File: src/rtl/sap_pkg.sv
// -----------------------------------------------------------------------------
// sap_pkg
// Shared constants for the SAP-1 controller-sequencer.
//   - Opcode constants (IR[7:4]).
//   - Step encoding T0..T4 and HALTED.
//   - Bit positions of each strobe inside the control word.
//   - last_step_of(): final T-state of each opcode.
// -----------------------------------------------------------------------------
package sap_pkg;

    localparam logic [3:0] OP_LDA = 4'h0;
    localparam logic [3:0] OP_ADD = 4'h1;
    localparam logic [3:0] OP_SUB = 4'h2;
    localparam logic [3:0] OP_STA = 4'h3;
    localparam logic [3:0] OP_LDI = 4'h4;
    localparam logic [3:0] OP_JMP = 4'h5;
    localparam logic [3:0] OP_JC  = 4'h6;
    localparam logic [3:0] OP_JZ  = 4'h7;
    localparam logic [3:0] OP_OUT = 4'hE;
    localparam logic [3:0] OP_HLT = 4'hF;

    typedef enum logic [2:0] {
        T0     = 3'd0,
        T1     = 3'd1,
        T2     = 3'd2,
        T3     = 3'd3,
        T4     = 3'd4,
        HALTED = 3'd5
    } step_t;

    // Control word bit indices
    localparam int CW_PC_ENABLE   = 0;
    localparam int CW_PC_INC      = 1;
    localparam int CW_PC_LOAD     = 2;
    localparam int CW_MAR_IN      = 3;
    localparam int CW_RAM_IN      = 4;
    localparam int CW_RAM_OUT     = 5;
    localparam int CW_IR_LATCH    = 6;
    localparam int CW_IR_ENABLE   = 7;
    localparam int CW_A_LATCH     = 8;
    localparam int CW_A_ENABLE    = 9;
    localparam int CW_B_LATCH     = 10;
    localparam int CW_ALU_ENABLE  = 11;
    localparam int CW_ALU_SUB     = 12;
    localparam int CW_FLAGS_LATCH = 13;
    localparam int CW_OUT_LATCH   = 14;
    localparam int CW_WIDTH       = 15;

    // Final T-state of each instruction; NOPs end after fetch. HLT reports T2
    // so that a mid-instruction change to HLT beyond T2 still returns to T0.
    function automatic step_t last_step_of(input logic [3:0] op);
        step_t last_v;
        case (op)
            OP_LDA, OP_STA:                    last_v = T3;
            OP_ADD, OP_SUB:                    last_v = T4;
            OP_LDI, OP_JMP, OP_JC, OP_JZ,
            OP_OUT, OP_HLT:                    last_v = T2;
            default:                           last_v = T1;
        endcase
        return last_v;
    endfunction

endpackage

File: src/rtl/sap_microcode_rom.sv
// -----------------------------------------------------------------------------
// sap_microcode_rom
// Purely combinational microcode decode.
//   step      in  T-state from the sequencer
//   opcode    in  IR[7:4]
//   flag_c    in  latched ALU carry (JC condition)
//   flag_z    in  latched ALU zero  (JZ condition)
//   ctrl      out control word, bit positions from sap_pkg
//   last_step out current step is the final step of this instruction
// -----------------------------------------------------------------------------
module sap_microcode_rom
    import sap_pkg::*;
(
    input  step_t               step,
    input  logic [3:0]          opcode,
    input  logic                flag_c,
    input  logic                flag_z,
    output logic [CW_WIDTH-1:0] ctrl,
    output logic                last_step
);

    // Control word decode: fetch steps are opcode independent, execute steps
    // are selected by opcode. HALTED and illegal steps produce no strobes.
    always_comb begin
        ctrl = {CW_WIDTH{1'b0}};
        case (step)
            T0: begin
                ctrl[CW_PC_ENABLE] = 1'b1;
                ctrl[CW_MAR_IN]    = 1'b1;
            end
            T1: begin
                ctrl[CW_RAM_OUT]  = 1'b1;
                ctrl[CW_IR_LATCH] = 1'b1;
                ctrl[CW_PC_INC]   = 1'b1;
            end
            T2: begin
                case (opcode)
                    OP_LDA, OP_ADD, OP_SUB, OP_STA: begin
                        ctrl[CW_IR_ENABLE] = 1'b1;
                        ctrl[CW_MAR_IN]    = 1'b1;
                    end
                    OP_LDI: begin
                        ctrl[CW_IR_ENABLE] = 1'b1;
                        ctrl[CW_A_LATCH]   = 1'b1;
                    end
                    OP_JMP: begin
                        ctrl[CW_IR_ENABLE] = 1'b1;
                        ctrl[CW_PC_LOAD]   = 1'b1;
                    end
                    OP_JC, OP_JZ: begin
                        // Conditional jump: strobes only when the selected flag is set
                        if ((opcode == OP_JC) ? flag_c : flag_z) begin
                            ctrl[CW_IR_ENABLE] = 1'b1;
                            ctrl[CW_PC_LOAD]   = 1'b1;
                        end else begin
                            ctrl[CW_IR_ENABLE] = 1'b0;
                            ctrl[CW_PC_LOAD]   = 1'b0;
                        end
                    end
                    OP_OUT: begin
                        ctrl[CW_A_ENABLE]  = 1'b1;
                        ctrl[CW_OUT_LATCH] = 1'b1;
                    end
                    default: begin
                        ctrl = {CW_WIDTH{1'b0}};
                    end
                endcase
            end
            T3: begin
                case (opcode)
                    OP_LDA: begin
                        ctrl[CW_RAM_OUT] = 1'b1;
                        ctrl[CW_A_LATCH] = 1'b1;
                    end
                    OP_ADD, OP_SUB: begin
                        ctrl[CW_RAM_OUT] = 1'b1;
                        ctrl[CW_B_LATCH] = 1'b1;
                    end
                    OP_STA: begin
                        ctrl[CW_A_ENABLE] = 1'b1;
                        ctrl[CW_RAM_IN]   = 1'b1;
                    end
                    default: begin
                        ctrl = {CW_WIDTH{1'b0}};
                    end
                endcase
            end
            T4: begin
                if ((opcode == OP_ADD) || (opcode == OP_SUB)) begin
                    ctrl[CW_ALU_ENABLE]  = 1'b1;
                    ctrl[CW_A_LATCH]     = 1'b1;
                    ctrl[CW_FLAGS_LATCH] = 1'b1;
                    ctrl[CW_ALU_SUB]     = (opcode == OP_SUB);
                end else begin
                    ctrl = {CW_WIDTH{1'b0}};
                end
            end
            default: begin
                ctrl = {CW_WIDTH{1'b0}};
            end
        endcase
    end

    // End-of-instruction detect; any step at or past the opcode's last step
    // ends it, so an opcode change mid-instruction can never strand the sequencer.
    always_comb begin
        last_step = 1'b0;
        if (step == HALTED) begin
            last_step = 1'b0;
        end else begin
            last_step = (step >= last_step_of(opcode));
        end
    end

endmodule

File: src/rtl/sap_controller.sv
// -----------------------------------------------------------------------------
// sap_controller
// SAP-1 controller-sequencer: step register plus microcode decode driving all
// datapath strobes.
//   clk, reset        datapath clock, async active-high reset
//   opcode            IR[7:4], meaningful from T2
//   flag_c, flag_z    latched ALU flags
//   pc_enable .. out_latch  control strobes (combinational from step/opcode/flags)
//   halt              processor halted
//   step              current T-state (5 = HALTED)
// While reset is high every strobe is forced low so a mid-instruction reset
// abandons the instruction without waiting for a clock edge.
// -----------------------------------------------------------------------------
module sap_controller
    import sap_pkg::*;
(
    input  logic       clk,
    input  logic       reset,
    input  logic [3:0] opcode,
    input  logic       flag_c,
    input  logic       flag_z,
    output logic       pc_enable,
    output logic       pc_inc,
    output logic       pc_load,
    output logic       mar_in,
    output logic       ram_in,
    output logic       ram_out,
    output logic       ir_latch,
    output logic       ir_enable,
    output logic       a_latch,
    output logic       a_enable,
    output logic       b_latch,
    output logic       alu_enable,
    output logic       alu_sub,
    output logic       flags_latch,
    output logic       out_latch,
    output logic       halt,
    output logic [2:0] step
);

    step_t               step_r;
    logic [CW_WIDTH-1:0] rom_ctrl_s;
    logic [CW_WIDTH-1:0] ctrl_s;
    logic                last_s;

    sap_microcode_rom u_rom (
        .step      (step_r),
        .opcode    (opcode),
        .flag_c    (flag_c),
        .flag_z    (flag_z),
        .ctrl      (rom_ctrl_s),
        .last_step (last_s)
    );

    // Step sequencer: advance, wrap to T0 after the last step, park in HALTED.
    always_ff @(posedge clk or posedge reset) begin
        if (reset) begin
            step_r <= T0;
        end else begin
            case (step_r)
                HALTED: begin
                    step_r <= HALTED;
                end
                T0, T1, T2, T3, T4: begin
                    if ((step_r == T2) && (opcode == OP_HLT)) begin
                        step_r <= HALTED;
                    end else if (last_s) begin
                        step_r <= T0;
                    end else begin
                        step_r <= step_t'(step_r + 3'd1);
                    end
                end
                default: begin
                    step_r <= T0;
                end
            endcase
        end
    end

    // Reset gating of the control word.
    always_comb begin
        ctrl_s = {CW_WIDTH{1'b0}};
        if (reset) begin
            ctrl_s = {CW_WIDTH{1'b0}};
        end else begin
            ctrl_s = rom_ctrl_s;
        end
    end

    assign pc_enable   = ctrl_s[CW_PC_ENABLE];
    assign pc_inc      = ctrl_s[CW_PC_INC];
    assign pc_load     = ctrl_s[CW_PC_LOAD];
    assign mar_in      = ctrl_s[CW_MAR_IN];
    assign ram_in      = ctrl_s[CW_RAM_IN];
    assign ram_out     = ctrl_s[CW_RAM_OUT];
    assign ir_latch    = ctrl_s[CW_IR_LATCH];
    assign ir_enable   = ctrl_s[CW_IR_ENABLE];
    assign a_latch     = ctrl_s[CW_A_LATCH];
    assign a_enable    = ctrl_s[CW_A_ENABLE];
    assign b_latch     = ctrl_s[CW_B_LATCH];
    assign alu_enable  = ctrl_s[CW_ALU_ENABLE];
    assign alu_sub     = ctrl_s[CW_ALU_SUB];
    assign flags_latch = ctrl_s[CW_FLAGS_LATCH];
    assign out_latch   = ctrl_s[CW_OUT_LATCH];

    assign halt = (!reset) && (step_r == HALTED);
    assign step = step_r;

endmodule
File: config.mk
export PLATFORM = sky130hd
export DESIGN_NAME = sap_controller
export DESIGN_NICKNAME = d
export VERILOG_FILES = /design/src/rtl/sap_pkg.sv /design/src/rtl/sap_microcode_rom.sv /design/src/rtl/sap_controller.sv
export SDC_FILE = /design/constraint.sdc
export NUM_CORES = 1
export LEC_CHECK = 0
export ABC_AREA = 1
export CORE_MARGIN = 2
export CORE_UTILIZATION = 45
export DETAILED_ROUTE_END_ITERATION = 7
export PLACE_DENSITY = 0.83
export SYNTH_ARGS = -nofsm -noshare
export SYNTH_HDL_FRONTEND = slang
export SYNTH_SLANG_ARGS = --single-unit
export TNS_END_PERCENT = 10
File: constraint.sdc
create_clock -name clk -period 2.73 [get_ports clk]
set_clock_uncertainty 0.05 [all_clocks]
set_input_delay 0.546 -clock clk [delete_from_list [all_inputs] [get_ports clk]]
set_output_delay 0.546 -clock clk [all_outputs]
set_load 0.01 [all_outputs]
* After elaboration in Yosys (flattened, before gate mapping)
Memory sizes are Yosys's and may differ from the RTL's.
Index checks and enable logic that the tools add are counted.
W data, S select, Z words.
** Cells by class
- Add/subtract/negate cells :: 1
- $lt $le $gt $ge :: 1
- Equal/unequal tests :: 14
- Mux-type cells :: 26
- Reductions and logical operators :: 12
** Operators by type and width (count)
- $pmux W8 S3 :: 1
- $eq A4 B3 Y1 const B :: 4
- $mux W1 :: 15
- $mux W15 :: 1
- $mux W3 :: 4
- $eq A4 B2 Y1 const B :: 2
- $eq A4 B4 Y1 const B :: 2
- $eq A3 B2 Y1 const B :: 2
- $eq A3 B3 Y1 const B :: 2
- $pmux W1 S2 :: 3
- $pmux W3 S2 :: 1
- $reduce_or A6 Y1 :: 1
- $reduce_or A5 Y1 :: 1
- $eq A4 B1 Y1 const B :: 1
- $logic_not A4 Y1 :: 1
- $pmux W2 S2 :: 1
- $reduce_or A2 Y1 :: 2
- $reduce_or A4 Y1 :: 1
- $add A3 B1 Y3 const B :: 1
- $eq A3 B1 Y1 const B :: 1
- $ge A3 B3 Y1 :: 1
- $logic_not A3 Y1 :: 1
- $reduce_or A3 Y1 :: 1
- $logic_and A1 B1 Y1 :: 2
- other kinds (2) :: 2
** Storage, ports and cells
- Register bits after elaboration :: 3
- Memory bits (read-only) :: 48
- Bits of input ports :: 8
- Logic and storage cells :: 56
- Memories kept :: 1
** Memory list
- (no name shown) :: words 16, bits a word 3, rd ports 1, clocked after memory_dff 0, write ports 0, RTL line sap_pkg.sv:53 : case (op)

* Depth between registers and ports, before layout
Gate-level depths: netlist (run 1).
- Depth in word-level cells :: 7
- Mapped depth :: 16

* Modules after synthesis
A second synthesis (run 1) with hierarchy kept.
** Second synthesis, totals
- Cell total of the unflattened synthesis :: 140
- Area total of the unflattened synthesis :: 769.5 um2
** Modules (own cells, without submodules)
- sap_microcode_rom :: times used 1, cells each 74, area an instance 406.6 um2, sequential area each 0.0 um2
- sap_controller :: times used 1, cells each 66, area an instance 362.8 um2, sequential area each 75.1 um2

* Least setup slack after synthesis (run 1)
OpenSTA, ideal clock, no wires.
- Path type :: input to output
- Start :: input port opcode[0]
- End :: output port flags_latch
- Arrival :: 1.448 ns
- Required time :: 2.134 ns
- Setup slack :: 0.686 ns
- Stages :: 7
- Cells stage by stage :: inv_1 -> ha_1 -> nor2_1 -> nor2_1 -> nand3_1 -> nor2_1 -> buf_4
** Between the ends
- Longest elaborated chain between the ends :: 5
- Elaborated cells on any way between the ends :: 6
- Those cells by class :: eq/ne: 2; mux: 3; reduce/logical: 1
** Ends and longest elaborated chain
- start, declared :: RTL line sap_controller.sv:19 : input logic [3:0] opcode,
- $eq A4 B1 Y1 / $eq A4 B2 Y1 (equally long branches) :: RTL line sap_microcode_rom.sv:89 : if ((opcode == OP_ADD) || (opcode == OP_SUB)) begin
- $logic_or A1 B1 Y1 (*) :: RTL line sap_microcode_rom.sv:89
- $mux W3 (*) :: RTL line sap_microcode_rom.sv:89
- $pmux W8 S3 (*) :: RTL line sap_microcode_rom.sv:26 : case (step)
- $mux W15 (*) :: RTL line sap_controller.sv:83 : if (reset) begin
- end, declared :: RTL line sap_controller.sv:35 : output logic flags_latch,
Mark *: on every way between the ends. The rest lies on a longest branch, timed or not.

* Worst setup path in the final report (run 1)
- Start :: input port opcode[0]
- End :: output port b_latch
** Between the ends
- Longest elaborated chain between the ends :: 5
- Elaborated cells on any way between the ends :: 6
- Those cells by class :: eq/ne: 2; mux: 3; reduce/logical: 1
** Ends and longest elaborated chain
- $eq A4 B2 Y1 / $eq A4 B1 Y1 (equally long branches) :: RTL line sap_microcode_rom.sv:70 : case (opcode)
- $reduce_or A2 Y1 (*)
- $mux W1 (*) :: RTL line sap_microcode_rom.sv:70
- $pmux W8 S3 (*) :: RTL line sap_microcode_rom.sv:26
- $mux W15 (*) :: RTL line sap_controller.sv:83
- end, declared :: RTL line sap_controller.sv:32 : output logic b_latch,
Marks and branches as above.

==> results, run 1 <==
- After routing, the total negative slack on setup checks comes to 0 ns.
- The total non-filler cell area in the finished layout is 0.001018 sq mm.
- The kind of end point of the critical path is an output pin.
- Summed over all nets, the half-perimeter wirelength after detailed placement is 1557 um.
- The length of the first detailed-routing pass in iterations is 4.
- The clock reaches the later pin of the worst-skew pair after 0.26 ns.
- The part of the power in combinational logic is 0.307.
- The number of slew-limit violations in the final report is 0.
- The count of boundary I/O pins is 27.
- The first global-routing pass estimated 3105 um of wire.
- Before CTS, the worst setup slack after placement is -0.2827 ns.
- The library cell with the largest summed area after synthesis is sky130_fd_sc_hd__ha_1.
- The total nets after synthesis is 129.
- The final layout contains 164 nets.
- The buffer type at the clock tree root is sky130_fd_sc_hd__clkbuf_4.
- The width of the chip is between 40 and 50 um.
- The mean post-synth cell area is between 6 and 7 sq um.
- From synthesis to final layout, the design area changed by 54.17%.
- The number of port buffers is 26.
- The critical path data required time is about 2.1 ns.
- The routed wirelength normalized by instance count is 12.59 um.
- The type of origin of the critical path is an input port.
- The overall power after layout is 190.4 uW.
- Of the total power, the share spent switching nets is 0.3371.
- The pin count of the biggest net entering global routing is 9.
- The leading cell type in the layout, fill and taps excluded is sky130_fd_sc_hd__nand2_1.
- Across the VDD grid, the largest voltage drop is 0.1398 mV.
- Sorting the synthesized cells by area gives the leading types as sky130_fd_sc_hd__ha_1 23%, sky130_fd_sc_hd__nand2_1 14%, sky130_fd_sc_hd__inv_1 14%.
- The chip height is 42.32 um.
- Counting flops and latches in the post-synthesis netlist gives 3.
- 0 antenna diodes ended up in the layout.
- The portion of the clock cycle consumed by the worst path in the final layout is 0.9907.
- The proportion of synthesized chip area in sequential cells is 0.1136.
- In this run, distinct cell masters in the synthesized netlist total 20.
- Subtracting the final worst setup slack from the clock period gives 2.705 ns.
- The netlist area before placement is 660.6 sq um.
- The number of vias per cell after detailed routing is 5.177.
- By area, the combinational part of the netlist is dominated by simple AND/OR/NAND/NOR gates.
- The share of total power dissipated in sequential elements is 0.235.
- After clock tree synthesis, the clock-pin slew on the worst setup and hold paths is around 0.040 ns.
- The top cell types in the final layout, fill and taps aside, are 24 x sky130_fd_sc_hd__nand2_1, 20 x sky130_fd_sc_hd__inv_1, 17 x sky130_fd_sc_hd__clkdlybuf4s50_1, 11 x sky130_fd_sc_hd__nor2_1.
- For this run, design rule violations remaining after detail routing come to 0.
- The number of violations reported at the end of detailed-routing iteration 0 is 19.
- The total die area is 0.001791 sq mm.
- Of the total synthesized cell area, the portion taken by AND, OR, NAND and NOR gates is 0.3864.
- The number of flip-flops under the largest register name is 3.
- The internal reg-to-reg setup slack is ~1.2 ns.
- The clock share of power is 0.458.
- The path class of the tightest hold or removal check is in -> async.
- Across the run, the number of max-cap violations was 0.
- The number of synthesis warnings is 0.
- The worst register-to-register path begins at step[2].
- The worst setup path is of the in -> out kind.
- Of the total synthesized cell area, the portion taken by full adders, half adders and majority gates is 0.2273.
- The leakage component of the power is 0.5987 nW.
- The post-synthesis instance total is 109.
- The worst flop-to-flop path endpoint is step[2].
- The count of hold-fix buffers inserted at cts is 0.
- The TritonCTS clock tree is done.
- The congestion estimate from routability-driven global placement came to 0.8372.
- In this run the cell area measured after placement is 964.7 sq um.
- The analysis attributes to net switching a power of ~64 uW.
- Data on the critical path arrives at its endpoint at 2.11 ns.
- The number of failing setup endpoints in the final timing report is 0.
- The number of rows created at floorplan is 13.
- The smallest setup slack after layout is 0.02545 ns.
- No sink is reached through more buffers than the 2 on the longest clock path.
- The total wire length is 1989 um.
- The number of hold violations in the final report was 0.
- Buffers inserted during clock tree synthesis total 3.
- The via count of the first global-routing pass is ~760.
- The initial antenna violation count is 0.
- The remaining global-route overflow is 0.
- The remaining max-slew budget at the tightest pin is 0.8172.
- Across every metal layer, demand over resource in global routing totals 0.2284.
- The length in cells of the worst reg-to-reg path is 10.
- In this run the worst path has a maximum fanout of 4.
- The final cell utilization of the core is 0.7636.
- Cell internal power was estimated by the tool at 126.2 uW.
- The H-tree depth reported by CTS is 1.
- The share of Yosys cell area claimed by the top area cell type is 0.2273.
- The initial utilization of the core area, before any placement, comes to 0.4953.
- The detailed-route via count is 818.
- Clock tree synthesis found a total of 3 sinks.
- The post-synthesis compound-gate area fraction is 0.09091.
- The run finished with clean final reports.
- The transition time at the pin with the least slew margin is roughly 0.27 ns.
- The number of nets with antenna violations after detailed routing is 0.
- The placeable core region is 0.001334 sq mm.
- For this design the ratio of total power to cell area is 186.9 mW/mm^2.
- In the final layout, the share of cells above drive strength 1 is 0.2028.
- Measured against the total synthesized area, the mux share comes to 0.
- Of the total synthesized cell area, the portion taken by XOR and XNOR cells is 0.
- Static timing analysis puts the maximum clock frequency at 369.7 MHz.
## stage by stage
stage / cells / hold slack [ns]
after floorplan: 109 / 0.2660
after global placement: 153 / 0.7273
after detailed placement: 153 / 0.7435
after CTS: 157 / 0.7084
after global routing: 158 / 0.7564
final: 158 / 0.7289
## cells by family (layout without fill, tap and decap cells)
group	count (synthesis)	in the layout
compound gates	11	11
fa+ha+maj	12	12
buf+inv	29	63
flops	3	3
simple gates	54	54
## area by class of cell
class,instances,area [sq um]
sequential,3,75.07
clock buffer,4,26.28
inverter,26,100.1
fill,99,315.3
timing repair buffer,33,309.0
multi-input combinational,77,489.2
tap,15,18.77
## worst max-delay path, cell delays in order
cell                              delay [ns]
sky130_fd_sc_hd__dlygate4sd2_1          0.27
sky130_fd_sc_hd__inv_2                  0.08
sky130_fd_sc_hd__ha_2                   0.23
sky130_fd_sc_hd__nor2_4                 0.06
sky130_fd_sc_hd__nor2_2                 0.15
sky130_fd_sc_hd__nand2_1                0.12
sky130_fd_sc_hd__nor2_1                 0.11
sky130_fd_sc_hd__clkdlybuf4s50_1        0.54
## Yosys cell counts
library cell and count:
sky130_fd_sc_hd__nor2_1 13, sky130_fd_sc_hd__inv_4 1, sky130_fd_sc_hd__nand3_4 1, sky130_fd_sc_hd__nand4_2 1, sky130_fd_sc_hd__ha_1 12, sky130_fd_sc_hd__o21ai_0 3, sky130_fd_sc_hd__dfrtp_1 3, sky130_fd_sc_hd__inv_2 1
sky130_fd_sc_hd__nand2_4 1, sky130_fd_sc_hd__a21oi_2 1, sky130_fd_sc_hd__nand2_1 25, sky130_fd_sc_hd__a21oi_1 6, sky130_fd_sc_hd__buf_2 1, sky130_fd_sc_hd__a31oi_1 1, sky130_fd_sc_hd__inv_1 24, sky130_fd_sc_hd__nor3_1 1
sky130_fd_sc_hd__nand2_2 1, sky130_fd_sc_hd__nand3_2 1, sky130_fd_sc_hd__buf_4 2, sky130_fd_sc_hd__nand3_1 10
## routing by layer
| metal | wire, um | GRT usage |
|---|---|---|
| met5 | 0 | 0 |
| met4 | 55 | 0.1438 |
| met3 | 110 | 0.07328 |
| met2 | 1012 | 0.3846 |
| met1 | 811 | 0.2429 |
## power groups by stage
stage          sequential [mW]  clock (mW)  combinational, mW
3_3_place_gp            0.0453           0             0.0494
2_1_floorplan           0.0453           0             0.0258
4_1_cts                 0.0447      0.0832             0.0523
3_5_place_dp            0.0453           0             0.0523
5_1_grt                 0.0446      0.0899             0.0655
6_report                0.0447      0.0873             0.0585
## worst max path at each step
stage               slack [ns]       from          end  cells past startpoint
finish                    0.03  opcode[0]      b_latch                      8
global route             -0.04  opcode[0]      b_latch                      8
CTS                      -0.03  opcode[2]      a_latch                      9
detailed placement       -0.28  opcode[1]       mar_in                      8
global placement         -0.22  opcode[1]      ram_out                     10
floorplan                 0.69  opcode[0]  flags_latch                      7
## timing repair
item,4_1_cts,5_1_grt
setup buffers,0,1
gates resized for setup,9,13
setup endpoints to repair,11,5
pin swaps,0,0
No activity file was read; power rests on OpenSTA's default activity.
==> run 2: changes to the inputs <==
--- a/config.mk
+++ b/config.mk
@@ -6,6 +6,7 @@
 export NUM_CORES = 1
 export LEC_CHECK = 0
 export ABC_AREA = 1
+export ABC_CLOCK_PERIOD_IN_PS = 2730
 export CORE_MARGIN = 2
 export CORE_UTILIZATION = 45
 export DETAILED_ROUTE_END_ITERATION = 7
==> results of run 2 <==
The final DEF is identical to that of run 1; final timing and power are the same.
